$ cat src/rtl/pwm_pkg.sv
// rtl/pwm_pkg.sv - shared widths, run-state encoding and wrap compare for the PWM block
package pwm_pkg;

   localparam int PERIOD_W   = 16;
   localparam int PRESCALE_W = 8;

   typedef enum logic [1:0] {
      IDLE = 2'd0,
      RUN  = 2'd1,
      PEND = 2'd2
   } run_state_t;

   // An up counter wraps by dropping, a down counter by jumping up.
   function automatic logic crossed(
      input logic                up,
      input logic [PERIOD_W-1:0] cur,
      input logic [PERIOD_W-1:0] prev
   );
      return up ? (cur < prev) : (cur > prev);
   endfunction

endpackage

$ cat src/rtl/wrap_detect.sv
// rtl/wrap_detect.sv - period wrap detector on the live counter value
module wrap_detect
   import pwm_pkg::*;
(
   input  logic                clk,
   input  logic                rst_n,
   input  logic [PERIOD_W-1:0] count_val,
   input  logic                act_dir,
   input  logic                count_reset,
   output logic                wrap
);

   logic [PERIOD_W-1:0] r_prev_cnt;
   logic                r_mask;

   // The drop caused by a counter reset is not a wrap, so mask the cycle it lands in.
   always_ff @(posedge clk) begin
      if (!rst_n) begin
         r_prev_cnt <= '0;
         r_mask     <= 1'b1;
      end else begin
         r_prev_cnt <= count_val;
         r_mask     <= count_reset;
      end
   end

   assign wrap = !r_mask && crossed(act_dir, count_val, r_prev_cnt);

endmodule

$ cat src/rtl/counter_ctrl.sv
// rtl/counter_ctrl.sv - run control and config update sequencer for the PWM period counter
module counter_ctrl
   import pwm_pkg::*;
(
   input  logic                  clk,
   input  logic                  rst_n,
   input  logic                  start,
   input  logic                  stop,
   input  logic                  cfg_valid,
   output logic                  cfg_ready,
   input  logic [PERIOD_W-1:0]   cfg_period,
   input  logic [PRESCALE_W-1:0] cfg_prescale,
   input  logic                  cfg_upnotdown,
   input  logic                  cfg_immediate,
   input  logic [PERIOD_W-1:0]   count_val,
   output logic [PERIOD_W-1:0]   period,
   output logic [PRESCALE_W-1:0] prescale,
   output logic                  upnotdown,
   output logic                  en,
   output logic                  count_reset,
   output logic                  upd_done,
   output logic                  period_done
);

   run_state_t            r_state;
   run_state_t            w_state_nxt;
   logic [PERIOD_W-1:0]   r_period;
   logic [PRESCALE_W-1:0] r_prescale;
   logic                  r_upnotdown;
   logic                  r_act_dir;
   logic                  r_en;
   logic                  r_cfg_ready;
   logic                  r_count_reset;
   logic                  r_upd_done;
   logic                  r_period_done;

   logic                  w_wrap;
   logic                  w_accept;
   logic                  w_promote;
   logic                  w_act_dir_nxt;
   logic                  w_count_reset_nxt;
   logic                  w_upd_done_nxt;
   logic                  w_period_done_nxt;

   wrap_detect u_wrap_detect (
      .clk         (clk),
      .rst_n       (rst_n),
      .count_val   (count_val),
      .act_dir     (r_act_dir),
      .count_reset (r_count_reset),
      .wrap        (w_wrap)
   );

   assign w_accept  = cfg_valid && (r_state != PEND);
   // A zero period never wraps, so a deferred update would wait forever.
   assign w_promote = cfg_immediate || (r_period == '0);

   always_comb begin
      w_state_nxt       = r_state;
      w_count_reset_nxt = 1'b0;
      w_upd_done_nxt    = 1'b0;
      w_period_done_nxt = 1'b0;
      w_act_dir_nxt     = r_act_dir;

      if (r_count_reset || (r_upd_done && r_state == IDLE)) begin
         w_act_dir_nxt = r_upnotdown;
      end

      case (r_state)
         IDLE: begin
            w_upd_done_nxt = w_accept;
            if (start && !stop) begin
               w_state_nxt       = RUN;
               w_count_reset_nxt = 1'b1;
            end
         end
         RUN: begin
            w_period_done_nxt = w_wrap;
            if (stop) begin
               w_state_nxt    = IDLE;
               w_upd_done_nxt = w_accept;
            end else if (w_accept) begin
               if (w_promote) begin
                  w_count_reset_nxt = 1'b1;
                  w_upd_done_nxt    = 1'b1;
               end else begin
                  w_state_nxt = PEND;
               end
            end
         end
         PEND: begin
            w_period_done_nxt = w_wrap;
            if (stop) begin
               w_state_nxt    = IDLE;
               w_upd_done_nxt = 1'b1;
            end else if (w_wrap) begin
               w_state_nxt    = RUN;
               w_upd_done_nxt = 1'b1;
               w_act_dir_nxt  = r_upnotdown;
            end
         end
         default: begin
            w_state_nxt = IDLE;
         end
      endcase
   end

   always_ff @(posedge clk) begin
      if (!rst_n) begin
         r_state       <= IDLE;
         r_period      <= '0;
         r_prescale    <= '0;
         r_upnotdown   <= 1'b0;
         r_act_dir     <= 1'b0;
         r_en          <= 1'b0;
         r_cfg_ready   <= 1'b1;
         r_count_reset <= 1'b0;
         r_upd_done    <= 1'b0;
         r_period_done <= 1'b0;
      end else begin
         r_state       <= w_state_nxt;
         r_act_dir     <= w_act_dir_nxt;
         r_en          <= (w_state_nxt != IDLE);
         r_cfg_ready   <= (w_state_nxt != PEND);
         r_count_reset <= w_count_reset_nxt;
         r_upd_done    <= w_upd_done_nxt;
         r_period_done <= w_period_done_nxt;
         if (w_accept) begin
            r_period    <= cfg_period;
            r_prescale  <= cfg_prescale;
            r_upnotdown <= cfg_upnotdown;
         end
      end
   end

   assign cfg_ready   = r_cfg_ready;
   assign period      = r_period;
   assign prescale    = r_prescale;
   assign upnotdown   = r_upnotdown;
   assign en          = r_en;
   assign count_reset = r_count_reset;
   assign upd_done    = r_upd_done;
   assign period_done = r_period_done;

endmodule

$ cat config.mk
export PLATFORM = sky130hd
export DESIGN_NAME = counter_ctrl
export DESIGN_NICKNAME = d
export VERILOG_FILES = /design/src/rtl/pwm_pkg.sv /design/src/rtl/wrap_detect.sv /design/src/rtl/counter_ctrl.sv
export SDC_FILE = /design/constraint.sdc
export NUM_CORES = 1
export LEC_CHECK = 0
export CORE_UTILIZATION = 39
export DETAILED_ROUTE_END_ITERATION = 12
export GPL_ROUTABILITY_DRIVEN = 1
export HOLD_SLACK_MARGIN = 0.12
export PLACE_DENSITY = 0.81
export RECOVER_POWER = 50
export SYNTH_ARGS = -nofsm -noshare
export SYNTH_HDL_FRONTEND = slang
export SYNTH_SLANG_ARGS = --single-unit
$ cat constraint.sdc
create_clock -name clk -period 5.4 [get_ports clk]
set_input_delay 1.08 -clock clk [delete_from_list [all_inputs] [get_ports clk]]
set_output_delay 1.08 -clock clk [all_outputs]
set_load 0.05 [all_outputs]
==> results.cfg <==
[run_status]
status = complete, but fails checks
violations = capacitance limit, slew limit

[clock_tree]
clk_pin_slew_ns = 0.08
htreeDepth = 2
postCtsSetupRepairBufs = 0
cts_tree = yes
cts_made_buffers = 5
cts_root_buffer = clkbuf_8
cts-root-to-sink-buffers = 2
clock_latency_ns = 0.29
post_cts_resized = 0
clock_sinks = 50
hold_buffers = 0

[sta]
slew_headroom_pct = -16.9
fin_crit_sh_pct = 59.6
finClkSkew_ns = 0.00359
setup-violations-final = 0
worst_slack_ns = 2.18
hold_viol = 0
fmax_mhz = 311
grt_setup_unrepaired = no
period_needed_ns = 3.22
tightestPinTransition_ns = 1.75
drv_slew = 49
whs_ns = 0.469
fin_tns_setup_ns = 0

[pwr]
power_uw = 790
p_leak_nw = 1.31
peakVddDrop_mv = 0.161
powerDensity_nw_per_um2 = 249

[route]
vias = 2026
routed_wl_um = 5260
vias_per_cell = 4.94
ant_nets = 0
post_drt_wl_per_cell_um = 12.8
drc = 0
first_pass_iters = 4
drt_iter0_markers = 85

[global_route]
grt_usage_pct = 18.0
grt.overflow.total = 0
grt_pass1_vias = 2011
grt_pass1_wl_um = 8890
grt_max_degree = 49
antenna_found_initial = 0

[hold_path]
hold_path.class = flip-flop to flip-flop
holdPathStages = 2

[logic_synthesis]
ys_ff_latch = 50
synth_edf_count = 0
synth_top_flop_cell = dfxtp_1
yosysSeqAreaShare_pct = 43.9
synth.top_cells.by_count = 63 x nand2_1, 50 x dfxtp_1, 26 x a21boi_0
yosysMostFrequentCell = nand2_1
synth_area_leaders = dfxtp_1 44%, ha_1 11%, nand2_1 10%
syn_inst = 265
syn-num-nets = 332
synth_area_leader_cell = dfxtp_1
yosys_warnings = 0
syn_area_per_cell_um2 = 8.61
netlist_area_um2 = 2280
synth_top_cell_area_share_pct = 43.9
async_reset_ff_share_pct = 0
synth.distinct_cells = 32

[layout]
final_layout_size_suffix_gt1_share_pct = 3.25
fillers = 505
final_area_um2 = 3170
area_growth_syn_to_layout_pct = 39.1
final_cells = 410
antenna_cells = 0
multi_input_area_um2 = 1160
fin_nets = 405
regArea_um2 = 1000
postLayoutCoreUtil_pct = 56.9

[place]
dp.cells = 403
dp_hpwl_um = 3910
preCtsSetupSlack_ns = 1.89
portBuffers = 76
place_area_um2 = 3100
routabilityCongestion = 0.760

[critical_path]
arrival_ns = 3.40
path_max_fanout = 48
worst-r2r-cell-count = 7
worst_setup_path_end_kind = flip-flop
crit_path_top_delay_cell = clkbuf_1
path_cells = dlygate4sd3_1, clkbuf_1, nand2b_1, a21oi_1, nand2_1
required_ns = 5.58
max_stage_delay_ns = 1.26
start_kind = input port
critPathKind = input port to flip-flop

[floorplanning]
die_area_um2 = 6160
io_pins = 77
die_x_um = 78.5
rows = 27
start_util_pct = 40.9
core_area_um2 = 5570
die_height_um = 78.5

[run]
cap_violations = 1
worst max-delay path, delay by kind of cell:
| family | cells | cell delay (ns) |
|---|---|---|
| compound gates | 1 | 0.21 |
| buf+inv | 2 | 1.78 |
| simple gates | 2 | 0.32 |
kinds of logic (layout without fill, tap and decap cells):
group | after synthesis | count (layout) | share of synthesized area (%)
AOI/OAI and AO/OA | 53 | 53 | 16.4
adders and majority gates | 20 | 20 | 11.0
DFF | 50 | 50 | 43.9
and+or+nand+nor | 108 | 108 | 22.4
buffers and inverters | 32 | 105 | 5.26
muxes | 2 | 2 | 1.10
state kept, by name (all words and copies together) (netlist names):
signal,count
period,16
u_wrap_detect.r_prev_cnt,16
prescale,8
r_state,2
cfg_ready,1
count_reset,1
en,1
period_done,1
r_act_dir,1
u_wrap_detect.r_mask,1
upd_done,1
upnotdown,1
routing by layer:
| layer | share of wire (%) | global-route usage [%] |
|---|---|---|
| met1 | 42 | 19.6 |
| met2 | 51 | 33.6 |
| met3 | 5.8 | 5.35 |
| met4 | 1.3 | 5.00 |
| met5 | 0 | 0 |
worst paths after layout:
check / slack [ns] / end / from
max: 2.18 / cfg_ready / rst_n
min reg2reg: 0.47 / prescale[1] / prescale[1]
min: 0.47 / prescale[1] / prescale[1]
max reg2reg: 2.95 / cfg_ready / r_state[0]
where the power goes:
part | switching, mW | internal, mW
Sequential | 0.0121 | 0.389
Combinational | 0.103 | 0.0837
Clock | 0.112 | 0.0895
placed cells by master, fill, tap and decap left out, types with 2 or more instances in the layout:
master / count
dlygate4sd3_1: 12
and2_0: 6
a21oi_1: 12
and2_1: 10
ha_1: 20
nor4_1: 4
dfxtp_1: 50
o211ai_1: 2
nand3_1: 2
nor2_1: 7
clkbuf_1: 3
a21boi_0: 26
nor2b_1: 4
inv_1: 21
a41oi_1: 2
clkdlybuf4s50_1: 64
clkbuf_8: 5
nand2_1: 63
nand2b_1: 4
o21ai_0: 4
area by class of cell:
type | count | share of cell area, %
inverters | 21 | 2.48
multi-input cells | 183 | 36.7
flip-flops and latches | 50 | 31.5
clock buffers | 7 | 2.40
well taps | 72 | 2.84
repair buffers | 77 | 24.1
(Power assumes the default switching activity.)
